$ cat config.mk
export PLATFORM = sky130hd
export DESIGN_NAME = mac_pe_stream_flat
export DESIGN_NICKNAME = d
export VERILOG_FILES = /design/src/rtl/mac_pe_stream_if.sv /design/src/rtl/mac_pe_stream.sv /design/src/flat_wrapper.sv
export SDC_FILE = /design/constraint.sdc
export NUM_CORES = 1
export LEC_CHECK = 0
export CAP_MARGIN = 30
export CORE_MARGIN = 4
export CORE_UTILIZATION = 35
export DETAILED_ROUTE_END_ITERATION = 12
export PLACE_DENSITY_LB_ADDON = 0.08
export SLEW_MARGIN = 30
export SYNTH_ARGS = -nofsm -noshare
export SYNTH_HDL_FRONTEND = slang
export SYNTH_SLANG_ARGS = --single-unit
$ cat constraint.sdc
create_clock -name clk -period 15.82 [get_ports clk]
set_input_delay 4.746 -clock clk [delete_from_list [all_inputs] [get_ports clk]]
set_output_delay 4.746 -clock clk [all_outputs]
set_load 0.05 [all_outputs]
$ cat src/rtl/mac_pe_stream_if.sv
// Beat, forwarding and result bundle of one streaming MAC processing element.
// The slave side is the PE; the master side is whatever feeds and observes it.
interface mac_pe_stream_if #(
    parameter int DATA_WIDTH = 12,
    parameter int OUT_WIDTH  = 12
);
    logic                  in_valid;
    logic                  in_first;
    logic                  in_last;
    logic [DATA_WIDTH-1:0] data_in;
    logic [DATA_WIDTH-1:0] weight_in;

    logic [DATA_WIDTH-1:0] data_out;
    logic [DATA_WIDTH-1:0] weight_out;
    logic                  fwd_valid;
    logic                  fwd_first;
    logic                  fwd_last;

    logic                  out_valid;
    logic [OUT_WIDTH-1:0]  out_result;
    logic                  out_ovf;

    modport master (
        output in_valid, in_first, in_last, data_in, weight_in,
        input  data_out, weight_out, fwd_valid, fwd_first, fwd_last,
        input  out_valid, out_result, out_ovf
    );

    modport slave (
        input  in_valid, in_first, in_last, data_in, weight_in,
        output data_out, weight_out, fwd_valid, fwd_first, fwd_last,
        output out_valid, out_result, out_ovf
    );
endinterface

$ cat src/rtl/mac_pe_stream.sv
// Streaming fixed-point MAC PE: framed dot-product with saturating accumulator,
// rounded/saturated per-vector result and registered neighbour forwarding.
module mac_pe_stream #(
    parameter int DATA_WIDTH = 12,
    parameter int FRAC_BITS  = 6,
    parameter int ACC_WIDTH  = 32,
    parameter int OUT_WIDTH  = 12,
    parameter int ROUND      = 1
) (
    input  logic           clk,
    input  logic           rst,
    input  logic           en,
    mac_pe_stream_if.slave bus
);
    localparam int PW  = 2 * DATA_WIDTH;
    localparam int AW1 = ACC_WIDTH + 1;

    localparam logic signed [ACC_WIDTH-1:0] ACC_MAX = {1'b0, {(ACC_WIDTH-1){1'b1}}};
    localparam logic signed [ACC_WIDTH-1:0] ACC_MIN = {1'b1, {(ACC_WIDTH-1){1'b0}}};
    localparam logic signed [ACC_WIDTH-1:0] OUT_MAX =
        {{(ACC_WIDTH-OUT_WIDTH+1){1'b0}}, {(OUT_WIDTH-1){1'b1}}};
    localparam logic signed [ACC_WIDTH-1:0] OUT_MIN = ~OUT_MAX;
    localparam int RND_SHIFT = (FRAC_BITS > 0) ? FRAC_BITS - 1 : 0;
    localparam logic signed [AW1-1:0] RND_CONST =
        (ROUND != 0 && FRAC_BITS > 0) ? (AW1'(1) << RND_SHIFT) : '0;

    // S1: input capture, doubles as the forwarding register
    logic                  s1_valid_reg;
    logic                  s1_first_reg;
    logic                  s1_last_reg;
    logic [DATA_WIDTH-1:0] s1_data_reg;
    logic [DATA_WIDTH-1:0] s1_weight_reg;

    // S2: product
    logic                        s2_valid_reg;
    logic                        s2_first_reg;
    logic                        s2_last_reg;
    logic signed [ACC_WIDTH-1:0] s2_prod_reg;

    // S3: accumulator
    logic signed [ACC_WIDTH-1:0] acc_reg;
    logic                        ovf_reg;
    logic                        s3_done_reg;

    // S4: result
    logic                 out_valid_reg;
    logic [OUT_WIDTH-1:0] out_result_reg;
    logic                 out_ovf_reg;

    logic signed [PW-1:0]        data_ext;
    logic signed [PW-1:0]        weight_ext;
    logic signed [PW-1:0]        prod_full;
    logic signed [ACC_WIDTH-1:0] prod_ext;

    logic signed [AW1-1:0]       acc_sum;
    logic                        acc_clamp;
    logic signed [ACC_WIDTH-1:0] acc_next;

    logic signed [AW1-1:0]       rnd_sum;
    logic signed [ACC_WIDTH-1:0] rnd_acc;
    logic signed [ACC_WIDTH-1:0] shifted;
    logic                        out_hi;
    logic                        out_lo;
    logic [OUT_WIDTH-1:0]        conv_result;

    // Operands widened first so the product is exact at 2*DATA_WIDTH bits.
    assign data_ext   = PW'($signed(s1_data_reg));
    assign weight_ext = PW'($signed(s1_weight_reg));
    assign prod_full  = data_ext * weight_ext;
    assign prod_ext   = ACC_WIDTH'(prod_full);

    // One guard bit detects signed overflow of the running sum.
    assign acc_sum   = AW1'(acc_reg) + AW1'(s2_prod_reg);
    assign acc_clamp = acc_sum[ACC_WIDTH] != acc_sum[ACC_WIDTH-1];
    assign acc_next  = !acc_clamp ? acc_sum[ACC_WIDTH-1:0]
                     : (acc_sum[ACC_WIDTH] ? ACC_MIN : ACC_MAX);

    assign rnd_sum = AW1'(acc_reg) + RND_CONST;
    assign rnd_acc = (rnd_sum[ACC_WIDTH] == rnd_sum[ACC_WIDTH-1]) ? rnd_sum[ACC_WIDTH-1:0]
                   : (rnd_sum[ACC_WIDTH] ? ACC_MIN : ACC_MAX);
    assign shifted = rnd_acc >>> FRAC_BITS;

    assign out_hi = shifted > OUT_MAX;
    assign out_lo = shifted < OUT_MIN;
    assign conv_result = out_hi ? OUT_MAX[OUT_WIDTH-1:0]
                       : out_lo ? OUT_MIN[OUT_WIDTH-1:0]
                       : shifted[OUT_WIDTH-1:0];

    always_ff @(posedge clk or posedge rst) begin
        if (rst) begin
            s1_valid_reg  <= 1'b0;
            s1_first_reg  <= 1'b0;
            s1_last_reg   <= 1'b0;
            s1_data_reg   <= '0;
            s1_weight_reg <= '0;
        end else if (en) begin
            s1_valid_reg  <= bus.in_valid;
            s1_first_reg  <= bus.in_first;
            s1_last_reg   <= bus.in_last;
            s1_data_reg   <= bus.data_in;
            s1_weight_reg <= bus.weight_in;
        end
    end

    always_ff @(posedge clk or posedge rst) begin
        if (rst) begin
            s2_valid_reg <= 1'b0;
            s2_first_reg <= 1'b0;
            s2_last_reg  <= 1'b0;
            s2_prod_reg  <= '0;
        end else if (en) begin
            s2_valid_reg <= s1_valid_reg;
            s2_first_reg <= s1_first_reg;
            s2_last_reg  <= s1_last_reg;
            s2_prod_reg  <= prod_ext;
        end
    end

    // A first beat restarts the vector, silently dropping any unfinished one.
    always_ff @(posedge clk or posedge rst) begin
        if (rst) begin
            acc_reg     <= '0;
            ovf_reg     <= 1'b0;
            s3_done_reg <= 1'b0;
        end else if (en) begin
            s3_done_reg <= s2_valid_reg & s2_last_reg;
            if (s2_valid_reg) begin
                if (s2_first_reg) begin
                    acc_reg <= s2_prod_reg;
                    ovf_reg <= 1'b0;
                end else begin
                    acc_reg <= acc_next;
                    ovf_reg <= ovf_reg | acc_clamp;
                end
            end
        end
    end

    // Samples acc before a following vector's first beat can overwrite it.
    always_ff @(posedge clk or posedge rst) begin
        if (rst) begin
            out_valid_reg  <= 1'b0;
            out_result_reg <= '0;
            out_ovf_reg    <= 1'b0;
        end else if (en) begin
            out_valid_reg <= s3_done_reg;
            if (s3_done_reg) begin
                out_result_reg <= conv_result;
                out_ovf_reg    <= ovf_reg | out_hi | out_lo;
            end
        end
    end

    assign bus.data_out   = s1_data_reg;
    assign bus.weight_out = s1_weight_reg;
    assign bus.fwd_valid  = s1_valid_reg;
    assign bus.fwd_first  = s1_first_reg;
    assign bus.fwd_last   = s1_last_reg;
    assign bus.out_valid  = out_valid_reg;
    assign bus.out_result = out_result_reg;
    assign bus.out_ovf    = out_ovf_reg;
endmodule

$ cat src/flat_wrapper.sv
// flat-port wrapper written by rule: the top's interface ports become plain ports
module mac_pe_stream_flat 
#(
    parameter int DATA_WIDTH = 12,
    parameter int FRAC_BITS  = 6,
    parameter int ACC_WIDTH  = 32,
    parameter int OUT_WIDTH  = 12,
    parameter int ROUND      = 1
)
  (clk, rst, en, bus_in_valid, bus_in_first, bus_in_last, bus_data_in, bus_weight_in, bus_data_out, bus_weight_out, bus_fwd_valid, bus_fwd_first, bus_fwd_last, bus_out_valid, bus_out_result, bus_out_ovf);
  mac_pe_stream_if #(.DATA_WIDTH(DATA_WIDTH), .OUT_WIDTH(OUT_WIDTH)) bus_i ();
  input  logic clk;
  input  logic rst;
  input  logic en;
  input wire logic [$bits(bus_i.in_valid)-1:0] bus_in_valid;
  input wire logic [$bits(bus_i.in_first)-1:0] bus_in_first;
  input wire logic [$bits(bus_i.in_last)-1:0] bus_in_last;
  input wire logic [$bits(bus_i.data_in)-1:0] bus_data_in;
  input wire logic [$bits(bus_i.weight_in)-1:0] bus_weight_in;
  output wire logic [$bits(bus_i.data_out)-1:0] bus_data_out;
  output wire logic [$bits(bus_i.weight_out)-1:0] bus_weight_out;
  output wire logic [$bits(bus_i.fwd_valid)-1:0] bus_fwd_valid;
  output wire logic [$bits(bus_i.fwd_first)-1:0] bus_fwd_first;
  output wire logic [$bits(bus_i.fwd_last)-1:0] bus_fwd_last;
  output wire logic [$bits(bus_i.out_valid)-1:0] bus_out_valid;
  output wire logic [$bits(bus_i.out_result)-1:0] bus_out_result;
  output wire logic [$bits(bus_i.out_ovf)-1:0] bus_out_ovf;
  assign bus_i.in_valid = bus_in_valid;
  assign bus_i.in_first = bus_in_first;
  assign bus_i.in_last = bus_in_last;
  assign bus_i.data_in = bus_data_in;
  assign bus_i.weight_in = bus_weight_in;
  assign bus_data_out = bus_i.data_out;
  assign bus_weight_out = bus_i.weight_out;
  assign bus_fwd_valid = bus_i.fwd_valid;
  assign bus_fwd_first = bus_i.fwd_first;
  assign bus_fwd_last = bus_i.fwd_last;
  assign bus_out_valid = bus_i.out_valid;
  assign bus_out_result = bus_i.out_result;
  assign bus_out_ovf = bus_i.out_ovf;
  mac_pe_stream #(.DATA_WIDTH(DATA_WIDTH), .FRAC_BITS(FRAC_BITS), .ACC_WIDTH(ACC_WIDTH), .OUT_WIDTH(OUT_WIDTH), .ROUND(ROUND)) u_core (.clk(clk), .rst(rst), .en(en), .bus(bus_i));
endmodule
==> results of run 1 <==
Yosys cell counts (all sizes together) (10+ instances only):
cell type | instances | share of area (%)
a31oi | 18 | 0.92
nor3 | 27 | 1.1
ha | 86 | 8.8
xnor2 | 45 | 3.2
o21ai | 45 | 1.8
o21a | 11 | 0.68
inv | 211 | 6.5
nand4 | 12 | 0.67
and2 | 55 | 2.8
mux2 | 44 | 4.1
xor2 | 18 | 1.3
and3 | 13 | 0.67
nor2 | 86 | 2.6
dfrtp | 102 | 21
fa | 139 | 23
nand2b | 15 | 0.77
buf | 10 | 0.52
clkbuf | 48 | 1.5
nand3 | 21 | 0.86
a21oi | 59 | 2.5
o211ai | 13 | 0.84
nand2 | 164 | 5.1
a211oi | 16 | 1.1
a21o | 19 | 1.2
stage by stage:
step	worst slack, ps	std cells	util [%]	area, um2
after floorplan	8400	1372	-	12200
after global placement	8910	1845	38.5	13300
after detailed placement	8880	1845	38.5	13300
after CTS	8930	1861	39.4	13600
after global routing	8920	1861	39.4	13600
final	9000	1861	39.4	13600
routing by layer:
| metal | vias up | part of all wire, % | GRT usage [%] |
|---|---|---|---|
| li1 | 4582 | - | - |
| met1 | 4531 | 49 | 23.6 |
| met4 | 0 | 1.4 | 3.70 |
| met2 | 108 | 48 | 28.9 |
| met3 | 27 | 2.0 | 2.32 |
| met5 | - | 0 | 0 |
cells by family (layout without fill, tap and decap cells):
family          count (synthesis)  count (layout)  share of synthesized area (%)
simple gates                  426             426                           16.7
buf+inv                       270             304                           8.55
compound gates                241             241                           13.4
fa+ha+maj                     225             225                           31.7
flops                         102             102                           20.9
xor+xnor                       63              63                           4.53
mux                            45              45                           4.15
final cells by class:
cell class              instances  area, um2
multi-input cells            1000       8600
clock buffers                  10        239
inverters                     212        798
fillers                      3590      20900
well taps                     455        569
flip-flops and latches        102       2550
clock inverters                 6       75.1
repair buffers                 76        744
worst max path at each step:
stage | start | endpoint | slack, ps | cells past startpoint
final | u_core.bus.weight_out[0] | bus_weight_out[0] | 9000 | 1
after global routing | u_core.bus.weight_out[0] | bus_weight_out[0] | 8920 | 1
after CTS | u_core.bus.weight_out[0] | bus_weight_out[0] | 8930 | 1
after detailed placement | en | u_core.acc_reg[14] | 8880 | 6
after global placement | en | u_core.acc_reg[14] | 8910 | 6
after floorplan | rst | u_core.acc_reg[0] | 8400 | 1
==> results.cfg, run 1 <==
[status]
status = completed

[synthesis]
syn_avg_cell_area_um2 = 8.88
synth-seq-cells = 102
syn_nets = 1627
syn_inst = 1372
ys_types = 79
yosys_most_used_dff = dfrtp_1
synth_edf_count = 0
ys_seq_area_share_pct = 20.9
synthArstFlopShare_pct = 100
yosysWarnings = 0
syn_area_um2 = 12200

[finish]
final_cell_mix = inv_1 (210), nand2_1 (163), fa_1 (139)
largest_reg_flops = 32
layout.nets = 1656
drive_above_1_share_pct = 6.26
layout.cells.most_common = inv_1
syn_to_final_growth_pct = 11.4
n_antenna_cell = 0

[worst_setup_path]
cp-end-kind = output pin
start_kind = register
crit_family = buffers and inverters
reg2reg_to = u_core.s2_prod_reg[20]
cp_num_buf_inv = 1
slowest_stage = clkdlybuf4s50_1
cp.required_ps = 11070
slowest_delay_ps = 930
path_cells = clkdlybuf4s50_1
crit_type = register to output pin
regToRegSetupSlack_ps = 9490
reg2reg_depth = 19
rr_startpoint = u_core.bus.data_out[3]
critPathMaxFanout = 14
arrival_ps = 2080

[die]
die-area_um2 = 37900
start_util_pct = 35.4
core-area_um2 = 34500
fp.dieH_um = 195
io_pins = 71
rows = 68
die_width_um = 195

[routing]
routed_wl_um = 31000
drt_iter0_drc = 355
routed_via_density = 4.97
routedWlPerCell_um = 16.7
drtPass1Iterations = 5
ant_nets = 0
num_vias = 9248
drc = 0

[cts]
cts_max_level = 3
clkSinkCount = 102
cts.path.max_buffers = 2
clock_latency_ps = 380
cts.reportedPaths.clkPinSlew_ps = 80
clockRootBuffer = clkbuf_16
postCtsHoldBufs = 0
cts-resized-gates = 0
cts_tree = built
postCtsSetupBuffers = 0
cts_inserted_buffers = 9

[sta]
timing.final.crit_share_pct = 43.1
hold_viol = 0
fin_crit_ps = 6820
slew_headroom_pct = 42.5
whs_ps = 493
clock.fmax_mhz = 147
skew_ps = 11.6
tightest_slew_ps = 863
rsz0062_at_grt = no
final-setup-viol-count = 0
setup_tns_ps = 0
slew_viol_final = 0

[placed_design]
gp_congestion = 0.816
port_buffers = 70
place_hpwl_um = 24500

[worst_hold_path]
min_from = u_core.bus.out_ovf
min_path_cells = 2
whs_endpoint = u_core.bus.out_ovf
hold_path.class = register to register

[grt]
grt_usage_pct = 17.1
grt_pass1_wl_um = 52900
antenna_found_initial = 0
overflow = 0
grt_max_degree = 77
grt_pass1_vias = 9884

[job]
maxCapViolations = 0
Power of run 1 is left out: the tool's default activity adds up to more than one toggle a clock period on the data nets, which glitch-free logic cannot reach.
==> run 2, diff against run 1 <==
==> constraint.sdc (replaced) <==
create_clock -name clk -period 6.5 [get_ports clk]
set_input_delay 1.95 -clock clk [delete_from_list [all_inputs] [get_ports clk]]
set_output_delay 1.95 -clock clk [all_outputs]
set_load 0.05 [all_outputs]
==> run 2 against run 1 <==
Net effect: worst setup slack worse by 8700 ps; clock-buffer cell count up 1; non-clock buffer count up 22; via count up 0.72%; die area unchanged; critical path depth up 20; flip-flop and latch count unchanged; final cell count up 1.2%; highest routed layer unchanged.
==> results.cfg, run 2 (same netlist as run 1, synthesis figures left out) <==
[job]
maxCapViolations = 0

[sta]
slew_headroom_pct = 38.3
setup_tns_ps = 0
slew_viol_final = 0
clock.fmax_mhz = 162
rsz0062_at_grt = no
fin_crit_ps = 6170
whs_ps = 485
final-setup-viol-count = 0
hold_viol = 0
tightest_slew_ps = 918
timing.final.crit_share_pct = 94.9
skew_ps = 11.5

[cts]
cts.reportedPaths.clkPinSlew_ps = 80
postCtsHoldBufs = 0
cts_tree = built
cts_inserted_buffers = 9
cts.path.max_buffers = 2
clock_latency_ps = 380
cts_max_level = 3
clkSinkCount = 102
clockRootBuffer = clkbuf_16

[placed_design]
gp_congestion = 0.879
port_buffers = 70
place_hpwl_um = 26000
placed_cell_area_um2 = 13400

[routing]
num_vias = 9315
routedWlPerCell_um = 17.1
routed_wl_um = 32200
routed_via_density = 4.95
ant_nets = 0
drtPass1Iterations = 5
drt_iter0_drc = 352
drc = 0

[die]
io_pins = 71
start_util_pct = 35.4
die-area_um2 = 37900
fp.dieH_um = 195
core-area_um2 = 34500
rows = 68
die_width_um = 195

[finish]
layout.nets = 1678
largest_reg_flops = 32
n_antenna_cell = 0
syn_to_final_growth_pct = 12.5
final_cell_mix = inv_1 (210), nand2_1 (163), fa_1 (139)
final_area_um2 = 13700
drive_above_1_share_pct = 7.77
layout.cells.most_common = inv_1

[worst_setup_path]
crit_type = register to register
arrival_ps = 6440
cp_num_buf_inv = 5
rr_startpoint = u_core.bus.data_out[7]
crit_top_cell = inv_1
slowest_delay_ps = 660
path_cells = nand2_1, fa_1, inv_1, ha_1, inv_1, fa_1, inv_1, fa_1, inv_1, fa_1, inv_1, ha_1, and3_1, a221o_1, o211ai_1, a21oi_1, o311a_1, o311ai_0, nand2_1, xor2_1, mux2_2
reg2reg_to = u_core.s2_prod_reg[20]
slowest_stage = dfrtp_1
cp-end-kind = register
cp.required_ps = 6770
crit_family = adder cells
start_kind = register
critPathMaxFanout = 14
reg2reg_depth = 21
regToRegSetupSlack_ps = 330

[grt]
grt_usage_pct = 17.5
use_met3_pct = 2.60
grt_max_degree = 51
overflow = 0
busiest_layer = met2
antenna_found_initial = 0
grt_pass1_vias = 9730
grtUsageMet2_pct = 28.4
grt_pass1_wl_um = 53500
grtUsageMet1_pct = 23.9

[worst_hold_path]
min_path_cells = 1
hold_path.class = register to register
whs_endpoint = u_core.s3_done_reg
min_from = u_core.s2_last_reg

[status]
status = completed
run 2: changes by cell type in the layout (fill, tap and decap cells not counted):
cell / delta
buf_4: +23
buf_6: -1
bufinv_16: -1
clkbuf_1: +1
clkinv_2: +1
dfrtp_1: -2
dfrtp_2: +2
inv_6: -1
run 2: through the flow:
| step | cells | utilization, % | setup WS, ps |
|---|---|---|---|
| 3_5_place_dp | 1867 | 39.0 | 237 |
| 5_1_grt | 1883 | 39.8 | 12.2 |
| 2_1_floorplan | 1372 | - | 391 |
| 6_report | 1883 | 39.8 | 329 |
| 4_1_cts | 1883 | 39.8 | 232 |
| 3_3_place_gp | 1867 | 39.0 | 342 |
run 2: worst max path at each step:
stage                                         from  cells past startpoint  slack, ps                     end
after floorplan           u_core.bus.weight_out[5]                     20        390  u_core.s2_prod_reg[20]
after detailed placement  u_core.bus.weight_out[4]                     19        240  u_core.s2_prod_reg[20]
after global placement      u_core.bus.data_out[4]                     19        340  u_core.s2_prod_reg[20]
after global routing        u_core.bus.data_out[7]                     21         10  u_core.s2_prod_reg[20]
after CTS                 u_core.bus.weight_out[4]                     19        230  u_core.s2_prod_reg[20]
final                       u_core.bus.data_out[7]                     21        330  u_core.s2_prod_reg[20]
run 2: repair_timing:
| action | in CTS | in global routing |
|---|---|---|
| setup buffers | 0 | 0 |
| setup endpoints to repair | 0 | 1 |
| resized for setup | 0 | 2 |
run 2: worst reg2reg max path, stage by stage (launching register included):
cell and delay [ps]:
dfrtp_1 660, nand2_1 160, fa_1 550, inv_1 40, ha_1 270, inv_1 50, fa_1 520, inv_1 60
fa_1 470, inv_1 50, fa_1 520, inv_1 40, ha_1 330, and3_1 160, a221o_1 360, o211ai_1 240
a21oi_1 160, o311a_1 340, o311ai_0 540, nand2_1 130, xor2_1 160, mux2_2 260
run 2: layout make-up:
class                      count  area (um2)
fill                        3558       20700
clock inverter                 5        41.3
sequential                   102        2550
clock buffer                  11         243
inverter                     212         798
timing repair buffer          98         906
multi-input combinational   1000        8600
tap                          455         569
run 2: layer usage:
layer,up-vias,share of wire (%)
met5,-,0
met4,0,3.3
met3,42,2.8
met2,131,46
met1,4526,48
li1,4616,-
Power of run 2 is left out for the same reason.
==> run 3, diff against run 2 <==
--- a/config.mk
+++ b/config.mk
@@ -7,7 +7,7 @@
 export LEC_CHECK = 0
 export CAP_MARGIN = 30
 export CORE_MARGIN = 4
-export CORE_UTILIZATION = 35
+export CORE_UTILIZATION = 30
 export DETAILED_ROUTE_END_ITERATION = 12
 export PLACE_DENSITY_LB_ADDON = 0.08
 export SLEW_MARGIN = 30
==> run 3 against run 2 <==
Net effect: first-iteration DRC count grew 42%; clock skew fell by 1.0 ps; die area rose by 16%; largest cell class unchanged; sequential share of layout area down 0.14 points; via count down 0.93%; hold slack hardly changed; routed wire length grew 2.1%; non-clock buffer count decreased by 3; global-route usage shrank 2.2 points.
==> results.cfg, run 3 (same netlist as run 1, synthesis figures left out) <==
[cts]
clock_latency_ps = 380
clkSinkCount = 102
clockRootBuffer = clkbuf_16
postCtsSetupBuffers = 0
cts_tree = built
cts_inserted_buffers = 9
cts.path.max_buffers = 2
cts.reportedPaths.clkPinSlew_ps = 90
postCtsHoldBufs = 0
cts_max_level = 3
cts-resized-gates = 0

[finish]
largest_reg_flops = 32
syn_to_final_growth_pct = 13.3
final_cell_mix = inv_1 (210), nand2_1 (163), fa_1 (139)
finalNonFillerCells = 1950
drive_above_1_share_pct = 7.51
layout.nets = 1675
fillers = 4187
layout.cells.most_common = inv_1
n_antenna_cell = 0

[worst_hold_path]
min_path_cells = 2
hold_path.class = register to register

[die]
io_pins = 71
die_width_um = 210
rows = 73
core-area_um2 = 39900
start_util_pct = 30.5
die-area_um2 = 43900
fp.dieH_um = 210

[sta]
timing.final.crit_share_pct = 94.0
skew_ps = 10.5
hold_viol = 0
slew_headroom_pct = 49.8
clock.fmax_mhz = 164
tightest_slew_ps = 747
fin_crit_ps = 6110
rsz0062_at_grt = no
fin_ws_ps = 390
slew_viol_final = 0
setup_tns_ps = 0
final-setup-viol-count = 0

[worst_setup_path]
reg2reg_depth = 20
cp.required_ps = 6760
critPathMaxFanout = 9
cp-end-kind = register
arrival_ps = 6370
start_kind = register
crit_type = register to register

[routing]
routed_via_density = 4.73
routed_wl_um = 32900
drt_iter0_drc = 500
routedWlPerCell_um = 16.9
drc = 0
num_vias = 9228
drtPass1Iterations = 4
ant_nets = 0

[placed_design]
port_buffers = 70
gp_congestion = 0.841
place_hpwl_um = 26600
dp.cells = 1934
pre_cts_ws_ps = 407

[grt]
grt_usage_pct = 15.3
grt_pass1_vias = 9726
antenna_found_initial = 0
overflow = 0
grtUsageMet2_pct = 25.2
use_met3_pct = 2.08
grtUsageMet1_pct = 21.3
busiest_layer = met2
grt_pass1_wl_um = 54300
grt_max_degree = 67

[status]
status = completed

[job]
maxCapViolations = 0
[run 3: cell types whose count changed in the layout (fill, tap and decap cells not counted), sizes merged]
cell and delta:
clkinvlp +1, clkbuf -2, buf -3, bufinv +1
[run 3: path summary, 6_finish.rpt]
path	slack (ps)	endpoint	start
worst min-delay path	480	u_core.bus.out_result[11]	u_core.bus.out_result[11]
worst max-delay path	390	u_core.s2_prod_reg[20]	u_core.bus.weight_out[5]
worst max register to register	390	u_core.s2_prod_reg[20]	u_core.bus.weight_out[5]
min in group asynchronous	2030	u_core.bus.weight_out[10]	rst
max in group asynchronous	3480	u_core.bus.out_valid	rst
worst min register to register	480	u_core.bus.out_result[11]	u_core.bus.out_result[11]
[run 3: stage by stage]
stage	utilization [%]	hold slack (ps)	cell area, um2
after floorplan	-	459	12200
after global placement	33.8	468	13500
after detailed placement	33.8	477	13500
after CTS	34.6	497	13800
after global routing	34.6	509	13800
final	34.6	485	13800
[run 3: layout make-up]
cell class	count	area (um2)	area share, %
Sequential cell	102	2550	18.5
Clock inverter	7	92.6	0.671
Clock buffer	9	225	1.63
Tap cell	525	657	4.76
Inverter	212	801	5.80
Multi-Input combinational cell	1000	8600	62.3
Timing Repair Buffer	95	883	6.40
[run 3: per-layer routing]
layer	wire length, um	share of wire, %	vias to the layer above
met3	694	2.1	22
met5	0	0	-
met4	596	1.8	0
met1	16200	49	4498
met2	15400	47	88
li1	-	-	4620
[run 3: worst max-delay path: stages, from the launching register on]
cell	delay (ps)
dfrtp_1	600
buf_4	220
nand2_1	80
fa_1	590
fa_1	440
fa_1	500
inv_1	50
fa_1	530
inv_1	50
fa_1	520
inv_1	40
ha_1	330
o21a_1	190
o21a_1	200
o211ai_1	120
a21oi_1	140
o311a_1	350
o311ai_0	500
nand2_1	130
xor2_1	150
mux2_2	260
Power of run 3 is left out for the same reason.
